`src/rtl/pipe_mux_sel_pkg.sv`:
```
// Shared types for the pipelined operand selector: occupancy encoding and
// default geometry used when the block is instantiated without overrides.
package pipe_mux_pkg;

  localparam int unsigned DefWidth    = 16;
  localparam int unsigned DefNumIn    = 8;
  localparam int unsigned DefNumLegal = 6;

  typedef enum logic [1:0] {
    OccEmpty,
    OccOne,
    OccFull
  } occ_e;

endpackage

```
`src/rtl/pipe_mux_sel_if.sv`:
```
// Handshake bundle for pipe_mux_sel: upstream data/select, downstream
// selected item, and the sticky error controls.
interface pipe_mux_sel_if #(
  parameter int unsigned WIDTH  = pipe_mux_pkg::DefWidth,
  parameter int unsigned NUM_IN = pipe_mux_pkg::DefNumIn
);
  localparam int unsigned SEL_W = $clog2(NUM_IN);

  logic [NUM_IN*WIDTH-1:0] in_data;
  logic [SEL_W-1:0]        in_sel;
  logic                    in_valid;
  logic                    in_ready;
  logic [WIDTH-1:0]        out_data;
  logic [SEL_W-1:0]        out_sel;
  logic                    out_err;
  logic                    out_valid;
  logic                    out_ready;
  logic                    err_clr;
  logic                    err_sticky;

  modport master (
    output in_data, in_sel, in_valid, out_ready, err_clr,
    input  in_ready, out_data, out_sel, out_err, out_valid, err_sticky
  );

  modport slave (
    input  in_data, in_sel, in_valid, out_ready, err_clr,
    output in_ready, out_data, out_sel, out_err, out_valid, err_sticky
  );

endinterface

```
`src/rtl/mux_sel_comb.sv`:
```
// Combinational N-way select with legality check; illegal selects yield
// DEFAULT_VAL and assert err.
module mux_sel_comb #(
  parameter int unsigned     WIDTH       = 16,
  parameter int unsigned     NUM_IN      = 8,
  parameter int unsigned     NUM_LEGAL   = 6,
  parameter logic [WIDTH-1:0] DEFAULT_VAL = '0,
  localparam int unsigned    SEL_W       = $clog2(NUM_IN)
) (
  input  logic [NUM_IN*WIDTH-1:0] data,
  input  logic [SEL_W-1:0]        sel,
  output logic [WIDTH-1:0]        y,
  output logic                    err
);

  always_comb begin
    y   = DEFAULT_VAL;
    err = (32'(sel) >= NUM_LEGAL);
    for (int k = 0; k < NUM_IN; k++) begin
      if (sel == SEL_W'(k) && k < NUM_LEGAL) begin
        y = data[k*WIDTH +: WIDTH];
      end
    end
  end

endmodule

```
`src/rtl/pipe_mux_sel.sv`:
```
// Registered N-way selector with valid/ready on both sides; a main register
// drives the outputs and one skid register absorbs a single stalled accept.
module pipe_mux_sel
  import pipe_mux_pkg::*;
#(
  parameter int unsigned      WIDTH       = 16,
  parameter int unsigned      NUM_IN      = 8,
  parameter int unsigned      NUM_LEGAL   = 6,
  parameter logic [WIDTH-1:0] DEFAULT_VAL = '0,
  localparam int unsigned     SEL_W       = $clog2(NUM_IN)
) (
  input logic           clk,
  input logic           reset,
  pipe_mux_sel_if.slave bus
);

  // Widths follow the instance parameters, so the entry type lives here.
  typedef struct packed {
    logic [WIDTH-1:0] data;
    logic [SEL_W-1:0] sel;
    logic             err;
  } entry_t;

  occ_e             state_q;
  entry_t           main_q, skid_q, new_e;
  logic             out_valid_q, in_ready_q, err_sticky_q;
  logic [WIDTH-1:0] sel_data;
  logic             sel_err;
  logic             accept, emit;

  mux_sel_comb #(
    .WIDTH      (WIDTH),
    .NUM_IN     (NUM_IN),
    .NUM_LEGAL  (NUM_LEGAL),
    .DEFAULT_VAL(DEFAULT_VAL)
  ) u_mux (
    .data(bus.in_data),
    .sel (bus.in_sel),
    .y   (sel_data),
    .err (sel_err)
  );

  assign new_e  = '{data: sel_data, sel: bus.in_sel, err: sel_err};
  assign accept = bus.in_valid && in_ready_q;
  assign emit   = out_valid_q && bus.out_ready;

  always_ff @(posedge clk) begin
    if (!reset) begin
      state_q      <= OccEmpty;
      main_q       <= '0;
      skid_q       <= '0;
      out_valid_q  <= 1'b0;
      in_ready_q   <= 1'b1;
      err_sticky_q <= 1'b0;
    end else begin
      unique case (state_q)
        OccEmpty: begin
          if (accept) begin
            main_q      <= new_e;
            out_valid_q <= 1'b1;
            state_q     <= OccOne;
          end
        end
        OccOne: begin
          if (accept && emit) begin
            main_q <= new_e;
          end else if (accept) begin
            skid_q     <= new_e;
            in_ready_q <= 1'b0;
            state_q    <= OccFull;
          end else if (emit) begin
            out_valid_q <= 1'b0;
            state_q     <= OccEmpty;
          end
        end
        OccFull: begin
          // in_ready is low here, so only the drain side can move.
          if (emit) begin
            main_q     <= skid_q;
            in_ready_q <= 1'b1;
            state_q    <= OccOne;
          end
        end
        default: state_q <= OccEmpty;
      endcase

      if (accept && new_e.err) begin
        err_sticky_q <= 1'b1;
      end else if (bus.err_clr) begin
        err_sticky_q <= 1'b0;
      end
    end
  end

  assign bus.in_ready   = in_ready_q;
  assign bus.out_valid  = out_valid_q;
  assign bus.out_data   = main_q.data;
  assign bus.out_sel    = main_q.sel;
  assign bus.out_err    = main_q.err;
  assign bus.err_sticky = err_sticky_q;

endmodule
```
`src/flat_wrapper.sv`:
```
// flat-port wrapper written by rule: the top's interface ports become plain ports
module pipe_mux_sel_flat import pipe_mux_pkg::*;
#(
  parameter int unsigned      WIDTH       = 16,
  parameter int unsigned      NUM_IN      = 8,
  parameter int unsigned      NUM_LEGAL   = 6,
  parameter logic [WIDTH-1:0] DEFAULT_VAL = '0,
  localparam int unsigned     SEL_W       = $clog2(NUM_IN)
)
  (clk, reset, bus_in_data, bus_in_sel, bus_in_valid, bus_out_ready, bus_err_clr, bus_in_ready, bus_out_data, bus_out_sel, bus_out_err, bus_out_valid, bus_err_sticky);
  pipe_mux_sel_if #(.WIDTH(WIDTH), .NUM_IN(NUM_IN)) bus_i ();
  input logic clk;
  input logic reset;
  input wire logic [$bits(bus_i.in_data)-1:0] bus_in_data;
  input wire logic [$bits(bus_i.in_sel)-1:0] bus_in_sel;
  input wire logic [$bits(bus_i.in_valid)-1:0] bus_in_valid;
  input wire logic [$bits(bus_i.out_ready)-1:0] bus_out_ready;
  input wire logic [$bits(bus_i.err_clr)-1:0] bus_err_clr;
  output wire logic [$bits(bus_i.in_ready)-1:0] bus_in_ready;
  output wire logic [$bits(bus_i.out_data)-1:0] bus_out_data;
  output wire logic [$bits(bus_i.out_sel)-1:0] bus_out_sel;
  output wire logic [$bits(bus_i.out_err)-1:0] bus_out_err;
  output wire logic [$bits(bus_i.out_valid)-1:0] bus_out_valid;
  output wire logic [$bits(bus_i.err_sticky)-1:0] bus_err_sticky;
  assign bus_i.in_data = bus_in_data;
  assign bus_i.in_sel = bus_in_sel;
  assign bus_i.in_valid = bus_in_valid;
  assign bus_i.out_ready = bus_out_ready;
  assign bus_i.err_clr = bus_err_clr;
  assign bus_in_ready = bus_i.in_ready;
  assign bus_out_data = bus_i.out_data;
  assign bus_out_sel = bus_i.out_sel;
  assign bus_out_err = bus_i.out_err;
  assign bus_out_valid = bus_i.out_valid;
  assign bus_err_sticky = bus_i.err_sticky;
  pipe_mux_sel #(.WIDTH(WIDTH), .NUM_IN(NUM_IN), .NUM_LEGAL(NUM_LEGAL), .DEFAULT_VAL(DEFAULT_VAL)) u_core (.clk(clk), .reset(reset), .bus(bus_i));
endmodule
```
`config.mk`:
```
export PLATFORM = sky130hd
export DESIGN_NAME = pipe_mux_sel_flat
export DESIGN_NICKNAME = d
export VERILOG_FILES = /design/src/rtl/pipe_mux_sel_pkg.sv /design/src/rtl/pipe_mux_sel_if.sv /design/src/rtl/mux_sel_comb.sv /design/src/rtl/pipe_mux_sel.sv /design/src/flat_wrapper.sv
export SDC_FILE = /design/constraint.sdc
export NUM_CORES = 1
export LEC_CHECK = 0
export BUFFER_PORTS_ARGS = -buffer_cell sky130_fd_sc_hd__buf_2
export CAP_MARGIN = 20
export CORE_ASPECT_RATIO = 1.1
export CORE_MARGIN = 2
export CORE_UTILIZATION = 30
export DETAILED_ROUTE_END_ITERATION = 10
export PLACE_DENSITY = 0.55
export SLEW_MARGIN = 20
export SYNTH_ARGS = -nofsm -noshare
export SYNTH_HDL_FRONTEND = slang
export SYNTH_SLANG_ARGS = --single-unit
```
`constraint.sdc`:
```
create_clock -name clk -period 2.1 [get_ports clk]
set_input_delay 0.21 -clock clk [delete_from_list [all_inputs] [get_ports clk]]
set_output_delay 0.21 -clock clk [all_outputs]
set_load 0.01 [all_outputs]
```
==> results by stage, run 1 <==
STA:
- Across all setup checks in the final design, the least slack found is 0.257 ns.
- The max-slew violation count is 0.
- Static timing analysis puts the maximum clock frequency at roughly 0.54 GHz.
- Between clock sinks in the finished design, the worst skew comes to 0.00910 ns.
- Summed over all failing endpoints, the final setup total negative slack is 0 ns.
- Measured against its own limit, the worst slew margin works out to 0.448.
- The number of setup violations in the final report is 0.
- For the pin with the worst max-slew slack, the measured transition is approximately 0.83 ns.
- Of the available clock period, the critical path in the final layout requires 0.878.
- The final worst hold slack is 0.170 ns.
- Setup repair after global routing left no endpoint under its margin.
- The final hold violation count is 0.
- The shortest period the worst path allows is 1.84 ns.

Cells and area:
- The area taken by flip-flops and latches is ~900 sq um.
- The area growth from synthesis to layout is 28.1%.
- Summing all multi-input logic gate instances after layout gives 1640 sq um.
- The final-layout fill cell count is approximately 930.
- The net total in the final layout is around 580.
- The layout cell share with drive strength beyond 1 is 0.396.
- The number of antenna diodes in the final layout is 0.

Pwr:
- The total power is approximately 2100 uW.
- The total internal power is 1430 uW.
- The highest ir drop seen on vdd is between 0.3 and 0.4 mV.
- The power share of the sequential group is 0.456.
- In this run the power spent charging and discharging nets is between 700 and 800 uW.
- The reported leakage power is ~0.0016 uW.
- The share of total power dissipated in the clock network is 0.257.
- The power share of the combinational group is 0.287.
- Power spread over the standard cell area amounts to roughly 600 nW/um^2.
- The switching share of power is 0.332.

Placement:
- The minimum setup slack after placement is around 0.27 ns.
- The number of port buffers is approximately 130.
- The HPWL after detailed placement is 6370 um.
- At the end of routability-driven placement, the weighted congestion stood at roughly 0.77.

Floorplan:
- The area of the placeable core is roughly 9000 sq um.
- The initial core utilization is 0.311.
- The area of the die is 10100 sq um.
- The floorplan has 36 rows.
- The number of ports placed on the die boundary is 159.
- Measured along the x axis, the die boundary spans 96.0 um.
- The die is about 110 um tall.

Status:
- The run finished with clean final reports.

Global routing:
- The first global-routing pass estimated about 14000 um of wire.
- The maximum number of pins on one net before global-route repair is 39.
- Global routing finished with a remaining overflow of 0.
- Across every metal layer, demand over resource in global routing totals 0.168.
- The number of global-route vias before repair is between 2k and 3k.
- The initial antenna violation count is 0.

CTS:
- The number of buffers on the longest clock path is 2.
- TritonCTS built the clock tree.
- The clock reaches the later pin of the worst-skew pair after approximately 0.30 ns.
- The number of clock sinks seen by CTS is between 40 and 50.
- The tree is rooted in a clkbuf_8.
- The number of clock buffers added by TritonCTS is 5.
- The count of instances resized after the clock tree is built is 0.
- Once the clock tree was built, the setup fixing pass inserted 0 buffers.
- The clock-pin slew on the worst setup and hold paths is about 0.1 ns.
- The hold buffer count at CTS is 0.
- The H-tree generated during clock tree synthesis spans 2 levels.

Synth:
- The number of synthesized flops with an enable pin is 0.
- After synthesis, the cell types taking the most area are dfxtp_1 (32%), mux2i_1 (6.8%), nand3_1 (6.3%).
- Sorting the synthesized cells by how often they occur yields dfxtp_1 (45), nand3_1 (35), nand2_1 (30).
- In this run, synthesis produced a sequential element count of 45.
- The total number of yosys warnings is 0.
- The instance count of the mapped netlist is approximately 330.
- The combined area of all synthesized cells is roughly 2800 sq um.
- The part of the Yosys area used for sequential elements is 0.323.
- The most common cell in the netlist is dfxtp_1.
- The total nets after synthesis is 467.
- Of all cell types, the one taking the most synthesized area is dfxtp_1.
- The per-instance average area after synthesis is between 8 and 9 sq um.
- The main flop type after synthesis is dfxtp_1.
- The proportion of synthesized flip-flops having asynchronous set or reset is 0.
- The number of unique standard cell types used by synthesis is 39.
- The fraction of post-synthesis cell area in the top cell type by area is 0.323.

Critical path:
- At the worst endpoint, the required time is 2.29 ns.
- The maximum fanout along the worst path is 18.
- The startpoint identified for the worst register-to-register timing path is u_core.state_q[0].
- The classification of the worst setup path is reg2reg.
- The number of cells on the worst reg-to-reg path is 4.
- The data arrival time of the critical path is about 2.0 ns.
- The largest stage delay on the critical path is ~0.75 ns.
- The category of the worst setup path launch point is a flip-flop.
- The endpoint identified for the worst register-to-register timing path is u_core.bus.out_data[15].
- The standard cell with the maximum stage delay on the critical path is o221a_1.
- Traced cell by cell, the critical path runs through nand4b_1, o221a_1, or3_1, o211ai_2.
- The critical path capture point type is a flip-flop.
- The reg2reg setup slack is roughly 0.26 ns.

Hold path:
- The classification of the worst-slack hold path is in2reg.
- The worst hold path terminates at u_core.bus.err_sticky.
- The startpoint identified for the worst hold timing path is bus_err_clr.
- Along the worst hold path, the cell count comes to 3.

Detailed routing:
- The iteration-0 DRC count of the detailed router is ~140.
- After detailed routing, the number of vias per cell comes to 5.26.
- The average detailed-routed wire length per instance is 15.3 um.
- The residual antenna-violating net count after detailed routing is 0.
- The DRC violations left is 0.
- For this run, the detailed router's first-pass iteration total came to 4.
- The total vias in the final route is 2936.
- The final layout contains routed wiring with a total length of between 8000 and 9000 um.

Flow run:
- The number of maximum-capacitance constraint violations is 0.
sequential cells by signal, summed over array words and instances, names as in the netlist:
| name | flops |
|---|---|
| u_core.bus.out_err | 1 |
| u_core.bus.in_ready | 1 |
| u_core.bus.out_valid | 1 |
| u_core.bus.out_data | 16 |
| u_core.state_q | 2 |
| u_core.bus.err_sticky | 1 |
| u_core.skid_q | 20 |
| u_core.bus.out_sel | 3 |
worst max-delay path by stage:
stage | from | endpoint
2_1_floorplan | u_core.bus.in_ready | u_core.bus.out_data[15]
3_3_place_gp | u_core.state_q[0] | u_core.bus.out_data[15]
3_5_place_dp | u_core.state_q[0] | u_core.bus.out_data[15]
4_1_cts | u_core.state_q[0] | u_core.bus.out_data[15]
5_1_grt | u_core.state_q[0] | u_core.bus.out_err
6_report | u_core.state_q[0] | u_core.bus.out_data[15]
routing by layer:
layer  up-vias  GRT usage  share of wire
li1       1460          -              -
met1      1364      0.221           0.45
met2       107      0.280           0.46
met3         5     0.0368          0.084
met4         0     0.0337         0.0050
met5         -          0              0
cell families after synthesis:
kind of cell | count (synthesis) | share of synthesized area
AND/OR/NAND/NOR | 103 | 0.199
multiplexers | 19 | 0.0681
buffers and inverters | 51 | 0.0883
AO/OA/AOI/OAI | 113 | 0.322
flip-flops | 45 | 0.323
power groups by stage:
stage / Clock (uW) / Combinational, uW / Sequential, uW
global placement: 0 / 614 / 995
floorplan: 0 / 370 / 1010
global route: 613 / 684 / 988
finish: 550 / 616 / 977
detailed placement: 0 / 622 / 995
CTS: 576 / 624 / 977
per-stage QoR:
stage / std cells / utilization / area (sq um)
floorplan: 331 / - / 2790
global placement: 550 / 0.389 / 3480
detailed placement: 550 / 0.389 / 3480
CTS: 558 / 0.399 / 3570
global route: 558 / 0.399 / 3570
finish: 558 / 0.399 / 3570
critical path, delay by kind of cell, from the launching register on:
family           cells  cell delay, ns
AO/OA/AOI/OAI        2            0.83
AND/OR/NAND/NOR      2            0.44
flip-flops           1            0.46
layout make-up:
type,count,area share
clock buffers,5,0.0193
inverters,19,0.0200
multi-input cells,235,0.460
well taps,114,0.0399
clock inverters,3,0.00595
flip-flops and latches,45,0.252
repair buffers,137,0.203
layout by cell type, fill, tap and decap left out, drive strengths merged, types with 6 or more instances in the layout:
master / instances
nor2: 6
buf: 137
o21ai: 34
nand3b: 18
nand3: 36
nand2: 31
dfxtp: 45
inv: 20
a221oi: 16
o32ai: 16
a21oi: 24
mux2i: 19
o211ai: 16
(Power assumes the default switching activity.)
==> run 2: changes to the inputs <==
--- a/config.mk
+++ b/config.mk
@@ -11,7 +11,9 @@
 export CORE_MARGIN = 2
 export CORE_UTILIZATION = 30
 export DETAILED_ROUTE_END_ITERATION = 10
+export GPL_TIMING_DRIVEN = 0
 export PLACE_DENSITY = 0.55
+export REMOVE_ABC_BUFFERS = 1
 export SLEW_MARGIN = 20
 export SYNTH_ARGS = -nofsm -noshare
 export SYNTH_HDL_FRONTEND = slang
==> results by stage, run 2 (synthesis results as in run 1) <==
STA:
- The worst clock skew is 0.00871 ns (was 0.00910 ns).
- RSZ-0062 raised after global routing: no (unchanged).
- The fmax is 0.531 GHz (was 0.543 GHz).
- The transition time at the pin with the least slew margin is 0.787 ns (was 0.828 ns).
- The share of the cycle needed by the critical path after routing is 0.897 (was 0.878).
- The max-slew violation count is 0 (unchanged).
- The final hold violation count is 0 (unchanged).
- The shortest period the worst path allows came to 1.88 ns (was 1.84 ns).
- The number of setup violations in the final report is 0 (unchanged).
- The max-slew headroom at the worst pin was 0.476 (was 0.448).

Cells and area:
- Top library cells by usage in the layout, fill and taps aside: buf_2 (125), dfxtp_1 (45), nand3_1 (35), nand2_1 (30), a21oi_1 (24) (was buf_2 (126), dfxtp_1 (45), nand3_1 (35), nand2_1 (30), a21oi_1 (24)).
- The area taken by flip-flops and latches was 901 sq um (unchanged).
- The post-layout utilization of the core is 0.400 (was 0.399).
- The layout cell share with drive strength beyond 1 came to 0.394 (was 0.396).
- The post-synthesis to final-layout area growth came to 28.4% (was 28.1%).
- The number of standard cells in the final layout excluding fillers is 553 (was 558).
- The number of flip-flops in the largest register is 20 (unchanged).
- The most common cell after layout, fill and taps aside is buf_2 (unchanged).
- The final-layout fill cell count was 957 (was 934).
- The antenna diode count is 0 (unchanged).
- The net total in the final layout is 574 (was 579).
- The area of the multi-input gates is 1680 sq um (was 1640 sq um).
- The register ranked first by flip-flop count is u_core.skid_q (unchanged).

Critical path:
- The critical path capture point type is a flip-flop (unchanged).
- The kind of cell adding the most delay to the critical path is buffers and inverters (was compound AO/OA/AOI/OAI gates).
- The reg2reg setup slack came to 0.31 ns (was 0.26 ns).
- The required time of the critical path is 2.31 ns (was 2.29 ns).
- The classification of the worst setup path is in2reg (was reg2reg).
- The number of cell instances on the worst register-to-register path was 4 (unchanged).
- The startpoint of the lowest-slack register-to-register path is u_core.bus.in_ready (was u_core.state_q[0]).
- The sum of buffers and inverters on the critical path was 3 (was 0).
- The category of the worst setup path launch point is an input port (was flip-flop).
- The maximum fanout along the worst path is 38 (was 18).
- The standard cell with the maximum stage delay on the critical path is buf_2 (was o221a_1).
- The number of stages on the worst setup path is 6 (was 4).
- CP cell instances: buf_2, inv_2, nor3_4, buf_4, a221oi_2, o211ai_2 (was nand4b_1, o221a_1, or3_1, o211ai_2).
- The worst flop-to-flop path endpoint is u_core.bus.out_data[15] (unchanged).
- The data arrival time of the critical path is 2.10 ns (was 2.03 ns).
- The largest stage delay on the critical path is 0.60 ns (was 0.75 ns).

CTS:
- The hold buffer count at CTS is 0 (unchanged).
- The clock-pin slew on the worst setup and hold paths is 0.09 ns (was 0.10 ns).
- The library cell used as clock root buffer is clkbuf_8 (unchanged).
- The insertion delay to the later sink of the worst-skew pair is 0.29 ns (was 0.30 ns).
- The CTS tree is built (unchanged).
- The number of H-tree branching levels is 2 (unchanged).
- The TritonCTS buffer count is 5 (unchanged).
- The number of buffers on the longest clock path came to 2 (unchanged).
- The number of clock sinks seen by CTS is 45 (unchanged).

Global routing:
- The global route total overflow is 0 (unchanged).
- The maximum number of pins on one net before global-route repair is 41 (was 39).
- The initial antenna violation count is 0 (unchanged).
- The total global routing track utilization came to 0.170 (was 0.168).
- The first-pass GRT wire length is 13600 um (about the same).
- The number of global-route vias before repair is 2855 (was 2848).

Hold path:
- The classification of the worst-slack hold path is in2reg (unchanged).
- The worst hold path endpoint is u_core.bus.err_sticky (unchanged).
- The number of instances on the worst hold path is 3 (unchanged).
- The worst hold path startpoint was bus_err_clr (unchanged).

Floorplan:
- The area of the placeable core was 8960 sq um (unchanged).
- The width of the chip is 96.0 um (unchanged).
- The number of placement rows is 36 (unchanged).
- The die outline height is 105 um (unchanged).
- The area of the die is 10100 sq um (unchanged).
- The number of ports placed on the die boundary is 159 (unchanged).
- The initial core utilization is 0.311 (unchanged).

Pwr:
- The highest ir drop seen on vdd is 0.279 mV (was 0.375 mV).
- The power share of the combinational group is 0.275 (was 0.287).
- The switching share of power is 0.306 (was 0.332).
- The power density over cell area is 636 nW/um^2 (was 600 nW/um^2).
- The switching power is 697 uW (was 712 uW).
- The power share of the sequential group is 0.427 (was 0.456).
- The part of the power in the clock network is 0.298 (was 0.257).
- The reported leakage power is 0.00159 uW (was 0.00160 uW).
- The total internal power is 1580 uW (was 1430 uW).

Status:
- Result of the run: finished clean (unchanged).

Placement:
- The number of port buffers is 126 (unchanged).
- The final weighted congestion of routability-driven global placement was 0.796 (was 0.765).
- The HPWL reported at the end of detailed placement is 5650 um (was 6370 um).
- The number of instances in the placed design is 539 (was 550).

Detailed routing:
- The average detailed-routed wire length per instance is 15.9 um (was 15.3 um).
- The routed via count divided by cell count is 5.24 (was 5.26).
- The count of TritonRoute iterations in the first routing pass is 4 (unchanged).
- The DRC violations left is 0 (unchanged).
- The total wirelength of the detailed-routed design came to 8770 um (was 8550 um).
- The total vias in the final route came to 2900 (was 2936).
- The iteration-0 DRC count of the detailed router is 94 (was 137).
- The residual antenna-violating net count after detailed routing is 0 (unchanged).

Flow run:
- The number of maximum-capacitance constraint violations is 0 (unchanged).
run 2: changes by cell type in the layout (fill, tap and decap cells not counted), sizes merged:
| cell | previous run | this run |
|---|---|---|
| buf | 137 | 130 |
| bufinv | 0 | 1 |
| clkbuf | 5 | 8 |
| clkinv | 1 | 0 |
| clkinvlp | 1 | 0 |
| inv | 20 | 19 |
| o221ai | 1 | 2 |
run 2: layout make-up:
class | count | area share
clock buffer | 7 | 0.0241
clock inverter | 1 | 0.00838
inverter | 19 | 0.0199
multi-input combinational | 236 | 0.469
sequential | 45 | 0.251
tap | 114 | 0.0398
timing repair buffer | 131 | 0.187
run 2: worst max-delay path by stage:
| stage | slack (ns) | start | end |
|---|---|---|---|
| after floorplan | 0.16 | u_core.state_q[0] | u_core.bus.out_data[0] |
| after global placement | -0.60 | bus_in_sel[2] | u_core.bus.out_data[5] |
| after detailed placement | -0.61 | bus_in_sel[2] | u_core.bus.out_data[0] |
| after CTS | 0.05 | u_core.state_q[0] | u_core.bus.out_data[2] |
| after global routing | 0.03 | reset | u_core.bus.out_data[2] |
| final | 0.22 | bus_in_sel[2] | u_core.bus.out_data[9] |
run 2: layer usage:
| metal | wire, um | track usage | vias up | share of wire |
|---|---|---|---|---|
| met3 | 466 | 0.0296 | 6 | 0.053 |
| met2 | 4340 | 0.305 | 87 | 0.50 |
| met4 | 65 | 0.0378 | 0 | 0.0074 |
| met5 | 0 | 0 | - | 0 |
| met1 | 3890 | 0.206 | 1343 | 0.44 |
| li1 | - | - | 1464 | - |
run 2: worst min-delay path, delay by kind of cell:
kind / cells / cell delay [ns]
and+or+nand+nor: 1 / 0.09
buffers and inverters: 1 / 0.07
AOI/OAI and AO/OA: 1 / 0.06
run 2: repair_timing:
item / 4_1_cts / 5_1_grt
buffers inserted: 2 / 3
pin swaps: 1 / 1
gates cloned: 0 / 1
setup endpoints to repair: 32 / 17
resized for setup: 3 / 2
run 2: power by group through the flow:
| stage | clock network, uW | logic [uW] | registers [uW] |
|---|---|---|---|
| 5_1_grt | 736 | 695 | 985 |
| 3_5_place_dp | 0 | 595 | 993 |
| 2_1_floorplan | 0 | 299 | 1010 |
| 3_3_place_gp | 0 | 580 | 991 |
| 4_1_cts | 705 | 602 | 973 |
| 6_report | 679 | 627 | 974 |
run 2: per-stage QoR:
step | TNS (ns) | cell area, sq um | total power [uW] | hold WS (ns) | setup WS (ns)
final | 0 | 3580 | 2280 | 0.173 | 0.215
after floorplan | 0 | 2620 | 1310 | 0.282 | 0.157
after global routing | 0 | 3580 | 2420 | 0.182 | 0.0321
after global placement | -17.35 | 3390 | 1570 | 0.442 | -0.605
after CTS | 0 | 3540 | 2280 | 0.164 | 0.0470
after detailed placement | -17.55 | 3400 | 1590 | 0.446 | -0.611
==> run 3: changes to the inputs <==
--- a/config.mk
+++ b/config.mk
@@ -10,9 +10,11 @@
 export CORE_ASPECT_RATIO = 1.1
 export CORE_MARGIN = 2
 export CORE_UTILIZATION = 30
+export CTS_BUF_LIST = sky130_fd_sc_hd__clkbuf_16
 export DETAILED_ROUTE_END_ITERATION = 10
 export GPL_TIMING_DRIVEN = 0
 export PLACE_DENSITY = 0.55
+export RECOVER_POWER = 25
 export REMOVE_ABC_BUFFERS = 1
 export SLEW_MARGIN = 20
 export SYNTH_ARGS = -nofsm -noshare
==> results by stage, run 3 (synthesis results as in run 1) <==
Cells and area:
- The layout cell share with drive strength beyond 1 is 0.355 (was 0.394).
- The register ranked first by flip-flop count is u_core.skid_q (unchanged).
- The number of standard cells in the final layout excluding fillers was 553 (unchanged).
- The antenna diode count is 0 (unchanged).
- The most common cell after layout, fill and taps aside is buf_2 (unchanged).
- Top library cells by usage in the layout, fill and taps aside: buf_2 (109), dfxtp_1 (45), nand3_1 (35), nand2_1 (30), a21oi_1 (24) (was buf_2 (125), dfxtp_1 (45), nand3_1 (35), nand2_1 (30), a21oi_1 (24)).
- The post-layout utilization of the core was 0.403 (was 0.400).
- The post-synthesis to final-layout area growth was 29.3% (was 28.4%).
- The number of flip-flops in the largest register is 20 (unchanged).
- The net total in the final layout is 574 (unchanged).

Global routing:
- The total global routing track utilization is 0.169 (was 0.170).
- The met3 track utilization from global routing is 0.0296 (unchanged).
- The first-pass GRT wire length is 13600 um (about the same).
- The number of global-route vias before repair was 2847 (was 2855).
- The most heavily used metal layer in global routing is met2 (unchanged).
- The initial antenna violation count came to 0 (unchanged).
- The maximum number of pins on one net before global-route repair is 41 (unchanged).
- The global routing usage on met2 was 0.304 (was 0.305).
- The global routing usage on met1 is 0.207 (was 0.206).
- The global route total overflow was 0 (unchanged).

CTS:
- The CTS tree is built (unchanged).
- The hold buffer count at CTS was 0 (unchanged).
- The number of buffers on the longest clock path is 2 (unchanged).
- The number of H-tree branching levels is 2 (unchanged).
- The TritonCTS buffer count is 5 (unchanged).
- The clock-pin slew on the worst setup and hold paths is 0.06 ns (was 0.09 ns).
- The insertion delay to the later sink of the worst-skew pair is 0.28 ns (was 0.29 ns).
- The number of clock sinks seen by CTS is 45 (unchanged).
- The library cell used as clock root buffer is clkbuf_16 (was clkbuf_8).

Critical path:
- The startpoint of the lowest-slack register-to-register path is u_core.bus.in_ready (unchanged).
- The critical path capture point type is a flip-flop (unchanged).
- The category of the worst setup path launch point is an input port (unchanged).
- The classification of the worst setup path is in2reg (unchanged).
- The required time of the critical path is 2.30 ns (was 2.31 ns).
- CP cell instances: buf_2, inv_2, nor3_4, buf_4, a221oi_2, o211ai_2 (unchanged).
- The largest stage delay on the critical path came to 0.60 ns (about the same).
- The reg2reg setup slack is 0.32 ns (was 0.31 ns).
- The number of cell instances on the worst register-to-register path came to 4 (unchanged).
- The maximum fanout along the worst path is 38 (unchanged).
- The data arrival time of the critical path is 2.09 ns (was 2.10 ns).
- The worst flop-to-flop path endpoint is u_core.bus.out_data[15] (unchanged).
- The standard cell with the maximum stage delay on the critical path was buf_2 (unchanged).

Hold path:
- The worst hold path endpoint is u_core.bus.err_sticky (unchanged).
- The number of instances on the worst hold path is 3 (unchanged).
- The classification of the worst-slack hold path is in2reg (unchanged).
- The worst hold path startpoint is bus_err_clr (unchanged).

Placement:
- The final weighted congestion of routability-driven global placement is 0.796 (unchanged).
- The number of port buffers is 126 (unchanged).
- The HPWL reported at the end of detailed placement was 5650 um (unchanged).
- The number of instances in the placed design was 539 (unchanged).

Detailed routing:
- The total vias in the final route is 2901 (was 2900).
- The average detailed-routed wire length per instance is 15.8 um (was 15.9 um).
- The DRC violations left is 0 (unchanged).
- The iteration-0 DRC count of the detailed router is 101 (was 94).
- The count of TritonRoute iterations in the first routing pass is 4 (unchanged).
- The total wirelength of the detailed-routed design is 8740 um (was 8770 um).
- The residual antenna-violating net count after detailed routing is 0 (unchanged).
- The routed via count divided by cell count is 5.25 (was 5.24).

Pwr:
- The highest ir drop seen on vdd is 0.384 mV (was 0.279 mV).
- The switching share of power is 0.293 (was 0.306).
- The reported leakage power is 0.00155 uW (was 0.00159 uW).
- The power share of the sequential group is 0.397 (was 0.427).
- The power density over cell area is 682 nW/um^2 (was 636 nW/um^2).
- The total internal power is 1740 uW (was 1580 uW).
- The total power is 2460 uW (was 2280 uW).
- The part of the power in the clock network was 0.352 (was 0.298).
- The switching power was 722 uW (was 697 uW).
- The power share of the combinational group is 0.251 (was 0.275).

Status:
- Result of the run: finished clean (unchanged).

STA:
- RSZ-0062 raised after global routing: no (unchanged).
- The share of the cycle needed by the critical path after routing came to 0.903 (was 0.897).
- The max-slew violation count is 0 (unchanged).
- The final hold violation count is 0 (unchanged).
- The transition time at the pin with the least slew margin was 0.782 ns (was 0.787 ns).
- The worst clock skew came to 0.00589 ns (was 0.00871 ns).
- The max-slew headroom at the worst pin is 0.479 (was 0.476).
- The fmax came to 0.527 GHz (was 0.531 GHz).
- The final worst hold slack is 0.192 ns (was 0.173 ns).
- The number of setup violations in the final report was 0 (unchanged).
- The shortest period the worst path allows is 1.90 ns (was 1.88 ns).

Floorplan:
- The area of the placeable core came to 8960 sq um (unchanged).
- The width of the chip is 96.0 um (unchanged).
- The number of placement rows is 36 (unchanged).
- The initial core utilization is 0.311 (unchanged).
- The die outline height was 105 um (unchanged).
- The area of the die is 10100 sq um (unchanged).
- The number of ports placed on the die boundary was 159 (unchanged).

Flow run:
- The number of maximum-capacitance constraint violations was 0 (unchanged).
## run 3: what timing repair did
item,in CTS,in global routing
setup endpoints to repair,32,18
cloned,0,1
resized for setup,2,2
pin swaps,1,1
buffers inserted,2,3
## run 3: layout make-up
class                           instances  area (sq um)
Sequential cell                        45           901
Inverter                               19          71.3
Timing Repair Buffer                  131           651
Multi-Input combinational cell        236          1680
Clock inverter                          3          37.5
Fill cell                             961          5350
Clock buffer                            5           125
Tap cell                              114           143
## run 3: layer usage
metal,share of wire,up-vias
met5,0,-
met4,0.0070,0
met3,0.054,6
met2,0.49,80
met1,0.45,1349
li1,-,1466
## run 3: worst max path at each step
stage | start | end | depth (start not counted)
global route | reset | u_core.bus.out_data[8] | 5
detailed placement | bus_in_sel[2] | u_core.bus.out_data[0] | 5
floorplan | u_core.state_q[0] | u_core.bus.out_data[0] | 4
CTS | u_core.bus.in_ready | u_core.skid_q[6] | 4
finish | bus_in_sel[2] | u_core.bus.out_data[9] | 6
global placement | bus_in_sel[2] | u_core.bus.out_data[5] | 5
## run 3: critical path: cells and delay by family
kind,cells,cell delay [ns]
compound gates,2,0.30
buf+inv,3,1.27
simple gates,1,0.29
## run 3: through the flow
step / TNS (ns) / instance area, sq um / setup WS (ns)
2_1_floorplan: 0 / 2620 / 0.157
3_3_place_gp: -17.35 / 3390 / -0.605
3_5_place_dp: -17.55 / 3400 / -0.611
4_1_cts: 0 / 3590 / 0.00405
5_1_grt: 0 / 3610 / 0.00948
6_report: 0 / 3610 / 0.204
## run 3: power by group through the flow
stage	registers, uW	clock network (uW)	logic (uW)
2_1_floorplan	1010	0	299
3_3_place_gp	991	0	580
3_5_place_dp	993	0	595
4_1_cts	974	893	602
5_1_grt	986	924	686
6_report	976	867	619
